===== config.mk =====
export PLATFORM = sky130hd
export DESIGN_NAME = nrdiv_seq
export DESIGN_NICKNAME = d
export VERILOG_FILES = /design/src/rtl/nrdiv_pkg.sv /design/src/rtl/nrdiv_addsub.sv /design/src/rtl/nrdiv_seq.sv
export SDC_FILE = /design/constraint.sdc
export NUM_CORES = 1
export LEC_CHECK = 0
export ABC_AREA = 1
export CAP_MARGIN = 20
export CORE_ASPECT_RATIO = 0.6
export CORE_MARGIN = 8
export CORE_UTILIZATION = 55
export DETAILED_ROUTE_END_ITERATION = 12
export PLACE_DENSITY_LB_ADDON = 0.15
export SLEW_MARGIN = 20
export SYNTH_ARGS = -nofsm -noshare
export SYNTH_HDL_FRONTEND = slang
export SYNTH_SLANG_ARGS = --single-unit

===== constraint.sdc =====
create_clock -name Clk -period 3.43 [get_ports Clk]
set_input_delay 0.5145 -clock Clk [delete_from_list [all_inputs] [get_ports Clk]]
set_output_delay 0.5145 -clock Clk [all_outputs]
set_load 0.05 [all_outputs]

===== src/rtl/nrdiv_pkg.sv =====
// Shared definitions for the sequential non-restoring divider:
// the default operand width and the controller state encoding.
package nrdiv_pkg;

  localparam int NRDIV_WIDTH_DEF = 8;

  typedef enum logic [1:0] {
    ST_IDLE = 2'd0,
    ST_ITER = 2'd1,
    ST_CORR = 2'd2,
    ST_FIN  = 2'd3
  } nrdiv_state_e;

endpackage


===== src/rtl/nrdiv_addsub.sv =====
// Signed WIDTH+1-bit adder/subtractor used for every partial-remainder
// update, both in the iteration steps and in the final correction.
module nrdiv_addsub
  import nrdiv_pkg::*;
#(
  parameter int WIDTH = NRDIV_WIDTH_DEF
) (
  input  logic [WIDTH:0] a_i,
  input  logic [WIDTH:0] b_i,
  input  logic           sub_i,
  output logic [WIDTH:0] y_o
);

  assign y_o = sub_i ? (a_i - b_i) : (a_i + b_i);

endmodule


===== src/rtl/nrdiv_seq.sv =====
// Sequential unsigned non-restoring divider: one quotient bit per cycle,
// a single remainder-correction cycle, then a one-cycle Done pulse.
module nrdiv_seq
  import nrdiv_pkg::*;
#(
  parameter int WIDTH = NRDIV_WIDTH_DEF
) (
  input  logic             Clk,
  input  logic             Reset_n,
  input  logic             Start,
  input  logic [WIDTH-1:0] Dividend,
  input  logic [WIDTH-1:0] Divisor,
  output logic             Busy,
  output logic             Done,
  output logic             DivZero,
  output logic [WIDTH-1:0] Q,
  output logic [WIDTH-1:0] R
);

  localparam int CW = $clog2(WIDTH) + 1;

  nrdiv_state_e     state_q, state_d;
  logic [WIDTH:0]   p_q, p_d;
  logic [WIDTH-1:0] a_q, a_d;
  logic [WIDTH-1:0] d_q, d_d;
  logic [CW-1:0]    cnt_q, cnt_d;
  logic [WIDTH-1:0] q_q, q_d;
  logic [WIDTH-1:0] r_q, r_d;
  logic             dz_q, dz_d;

  logic [WIDTH:0]   p_sh;
  logic [WIDTH:0]   as_a;
  logic [WIDTH:0]   as_b;
  logic [WIDTH:0]   as_y;
  logic             as_sub;

  assign p_sh = {p_q[WIDTH-1:0], a_q[WIDTH-1]};

  // The shared adder sees the shifted remainder while iterating and the
  // unshifted one during correction, where it only ever adds D back.
  always_comb begin
    as_b   = {1'b0, d_q};
    as_a   = p_q;
    as_sub = 1'b0;
    if (state_q == ST_ITER) begin
      as_a   = p_sh;
      as_sub = ~p_q[WIDTH];
    end
  end

  nrdiv_addsub #(
    .WIDTH(WIDTH)
  ) u_addsub (
    .a_i  (as_a),
    .b_i  (as_b),
    .sub_i(as_sub),
    .y_o  (as_y)
  );

  always_comb begin
    state_d = state_q;
    p_d     = p_q;
    a_d     = a_q;
    d_d     = d_q;
    cnt_d   = cnt_q;
    q_d     = q_q;
    r_d     = r_q;
    dz_d    = dz_q;

    case (state_q)
      ST_IDLE: begin
        if (Start) begin
          if (Divisor == '0) begin
            q_d     = '1;
            r_d     = Dividend;
            dz_d    = 1'b1;
            state_d = ST_FIN;
          end else begin
            p_d     = '0;
            a_d     = Dividend;
            d_d     = Divisor;
            cnt_d   = '0;
            state_d = ST_ITER;
          end
        end
      end

      ST_ITER: begin
        p_d   = as_y;
        a_d   = {a_q[WIDTH-2:0], ~as_y[WIDTH]};
        cnt_d = cnt_q + 1'b1;
        if (cnt_q == CW'(WIDTH - 1)) begin
          state_d = ST_CORR;
        end
      end

      // Results are published only here, so partial values never reach Q/R.
      ST_CORR: begin
        if (p_q[WIDTH]) begin
          p_d = as_y;
          r_d = as_y[WIDTH-1:0];
        end else begin
          r_d = p_q[WIDTH-1:0];
        end
        q_d     = a_q;
        dz_d    = 1'b0;
        state_d = ST_FIN;
      end

      ST_FIN: begin
        state_d = ST_IDLE;
      end

      default: begin
        state_d = ST_IDLE;
      end
    endcase
  end

  always_ff @(posedge Clk) begin
    if (!Reset_n) begin
      state_q <= ST_IDLE;
      p_q     <= '0;
      a_q     <= '0;
      d_q     <= '0;
      cnt_q   <= '0;
      q_q     <= '0;
      r_q     <= '0;
      dz_q    <= 1'b0;
    end else begin
      state_q <= state_d;
      p_q     <= p_d;
      a_q     <= a_d;
      d_q     <= d_d;
      cnt_q   <= cnt_d;
      q_q     <= q_d;
      r_q     <= r_d;
      dz_q    <= dz_d;
    end
  end

  assign Busy    = (state_q == ST_ITER) || (state_q == ST_CORR);
  assign Done    = (state_q == ST_FIN);
  assign DivZero = dz_q;
  assign Q       = q_q;
  assign R       = r_q;

endmodule


==> results.md <==
* Fin util at 66.3%
* Fill count at 452
* Layout Cells excl Fill at 532
* Sw Ratio at 44.1%
* Clk pwr share at 18.4%
* Post-route cell area at 3340 um^2
* Sequence of cells on the critical path: inv_1 > ha_1 > nand2_4 > inv_1 > or2_2 > xor2_1 > ha_1 > nand2_1 > inv_1 > a21oi_1 > nand3_1 > nand2_1 > nor2_1 > nor2_1 > nor2_1
* Vias in the first global route at 2600
* Avg Vias per Cell at 5.44
* Critical-path top delay cell: ha_1
* Yosys reg bits at 48
* Asr flop ratio synth at 0%
* Status: complete, no violations
* Fin. max-slew vios at 0
* Placement Cell Area at 3240 um^2
* Int Power at 1.12 mW
* Leakage at 1.41 nW
* Power density cells at 598 nW/um^2
* Layout cells sized above 1 at 5.15%
* HP Class: register to register
* Ys flop type: dfxtp_1
* Setup tns final at 0 ns
* Tmin final at 2.85 ns
* Worst Setup Start Kind: register
* Clock skew at 0.00752 ns
* # diodes at 0
* Max Cap Viol at 0
* Root buf cell: clkbuf_8
* Placed cells at 524
* CTS tree: yes
* Fmax at 0.351 GHz
* Die height at 71.9 um
* Setup repair after global routing missed its margin: no
* Clk sink count at 48
* FF-to-FF path depth at 15
* Post-synthesis sequential area ratio at 33.6%
* PnR Total Power at 2.00 mW
* Longest Clk Path Bufs at 2
* Mean Syn Cell Area at 6.60 um^2
* Count leader, synth: nand2_1
* Synth top area share at 33.6%
* Met1 Use GR at 26.7%
* Final wirelength at 7.33 mm
* Pin count of the biggest net entering global routing at 32
* Cell count after synthesis at 434
* GPL Wtd Cong at 0.894
* Drt drc at 0
* Busiest layer in global routing: met2
* Crit path from: state_q[1]
* Remaining antenna violation count at 0
* Total CTS buffers at 5
* Hold buffer count at CTS at 0
* Critical Path End: p_q[7]
* Total number of vias at 2894
* IO Pins at 38
* Final hold vios at 0
* Grt met3 use at 3.45%
* Flop pwr share at 33.9%
* Worst vdd ir at 0.000309 V
* Worst-path maximum fanout at 21
* Final net count at 500
* Period Utilization, post-route at 83.2%
* R2r endpoint: p_q[7]
* 1st-iter DRT viols at 276
* Post-synth EDFFs at 0
* Port Buf Inserts at 37
* Reg-to-Reg Start: state_q[1]
* Std-Cell Rows at 20
* Antenna violations before repair at 0
* Largest stage delay, worst path at 0.43 ns
* P&R area growth vs syn at 16.5%
* Starting Density at 56.9%
* Global Route Usage Sum at 18.9%
* Die width at 109 um
* P_sw at 0.880 mW
* Netlist Area Pre-Place at 2860 um^2
* Global-route wire length before repair at 12.0 mm
* Synth cell count leaders: 89 x nand2_1, 62 x nor2_1, 57 x o21ai_0
* Grt ovf at 0
* DRT Pass-1 Iters at 5
* Core area at 5030 um^2
* Worst-Margin Slew at 0.696 ns
* WS Path Type: register to register
* Crit. End Element: register
* Reg-to-reg slack, setup at 0.58 ns
* Worst-path clk slew at 0.10 ns
* Top cells by area, synth: dfxtp_1 34%, nand2_1 12%, o21ai_0 10%, nor2_1 8.1%, a21oi_1 7.2%
* Syn_nets at 469
* Worst-skew pair later-pin latency at 0.31 ns
* Final HPWL DP at 5.56 mm
* Grt met2 use at 28.1%
* Arr. time, crit path at 3.05 ns
* Leading area contributor after synthesis: dfxtp_1
* Max-slew headroom at 53.6%
* Die area at 7850 um^2
* H-Tree Depth at 2
* Gate power share at 47.8%
* Worst Path Required at 3.63 ns
* Setup repair bufs after CTS at 0
* Final setup violation count at 0
* Post-synthesis cell type count at 32
* Post_cts resized at 0
* Yosys synthesis warning count at 0
* WL per Instance at 13.8 um
==> power by group through the flow <==
stage	Combinational (mW)	Sequential, mW	Clock (mW)
3_5_place_dp	0.930	0.686	0
2_1_floorplan	0.722	0.694	0
3_3_place_gp	0.907	0.685	0
5_1_grt	1.07	0.684	0.391
4_1_cts	0.935	0.674	0.372
6_report	0.954	0.676	0.366
==> state kept, by name, summed over array words and instances, names as in the netlist <==
signal / count
d_q: 8
state_q: 2
DivZero: 1
cnt_q: 4
Q: 8
R: 8
p_q: 9
a_q: 8
==> cells by family after synthesis <==
family / synth area share [%]
AO/OA/AOI/OAI: 20.4
AND/OR/NAND/NOR: 26.6
XOR/XNOR: 2.14
adder cells (fa/ha/maj): 7.25
buffers and inverters: 10.0
flip-flops: 33.6
==> through the flow <==
step / hold WS (ns) / setup slack [ns]
final: 0.469 / 0.578
after global routing: 0.485 / 0.346
after CTS: 0.469 / 0.593
after detailed placement: 0.455 / 0.605
after global placement: 0.448 / 0.745
after floorplan: 0.449 / 0.897
==> worst min path at each step <==
stage	from	slack [ns]	endpoint	cells after the start
2_1_floorplan	a_q[7]	0.45	a_q[7]	2
3_3_place_gp	DivZero	0.45	DivZero	2
3_5_place_dp	Q[6]	0.46	Q[6]	2
4_1_cts	Q[6]	0.47	Q[6]	2
5_1_grt	Q[1]	0.48	Q[1]	2
6_report	Q[6]	0.47	Q[6]	2
==> per-layer routing <==
layer	up-vias	part of all wire [%]	routed length, um
met5	-	0	0
met2	113	41	3040
li1	1474	-	-
met4	0	1.2	90
met1	1297	49	3590
met3	10	8.2	603
==> cell usage in the layout (no fill, tap or decap), types with 2 or more instances in the layout <==
cell / instances
nand2_1: 89
nor2_1: 62
o21ai_0: 57
dfxtp_1: 48
inv_1: 46
a21oi_1: 41
clkdlybuf4s50_1: 37
nand3_1: 19
ha_1: 15
o22ai_1: 8
xnor2_1: 6
clkbuf_8: 6
inv_2: 5
nor3_1: 3
nand2_2: 3
a211oi_1: 3
nand3b_1: 2
clkinvlp_4: 2
buf_4: 2
==> cell type report <==
cell class                 instances  area [um^2]  area share, %
inverter                          52          195           5.85
clock buffer                       6         82.6           2.47
clock inverter                     2         15.0          0.450
multi-input combinational        319         1620           48.4
timing repair buffer              39          385           11.5
tap                               66         82.6           2.47
sequential                        48          961           28.8
==> worst max-delay path, delay by kind of cell (launching register included) <==
| kind | cells | cell delay, ns |
|---|---|---|
| AOI/OAI and AO/OA | 1 | 0.19 |
| xor gates and xnor gates | 1 | 0.15 |
| adders and majority gates | 2 | 0.77 |
| buffers and inverters | 3 | 0.21 |
| DFF | 1 | 0.38 |
| and+or+nand+nor | 8 | 1.04 |
(Power assumes the default switching activity.)
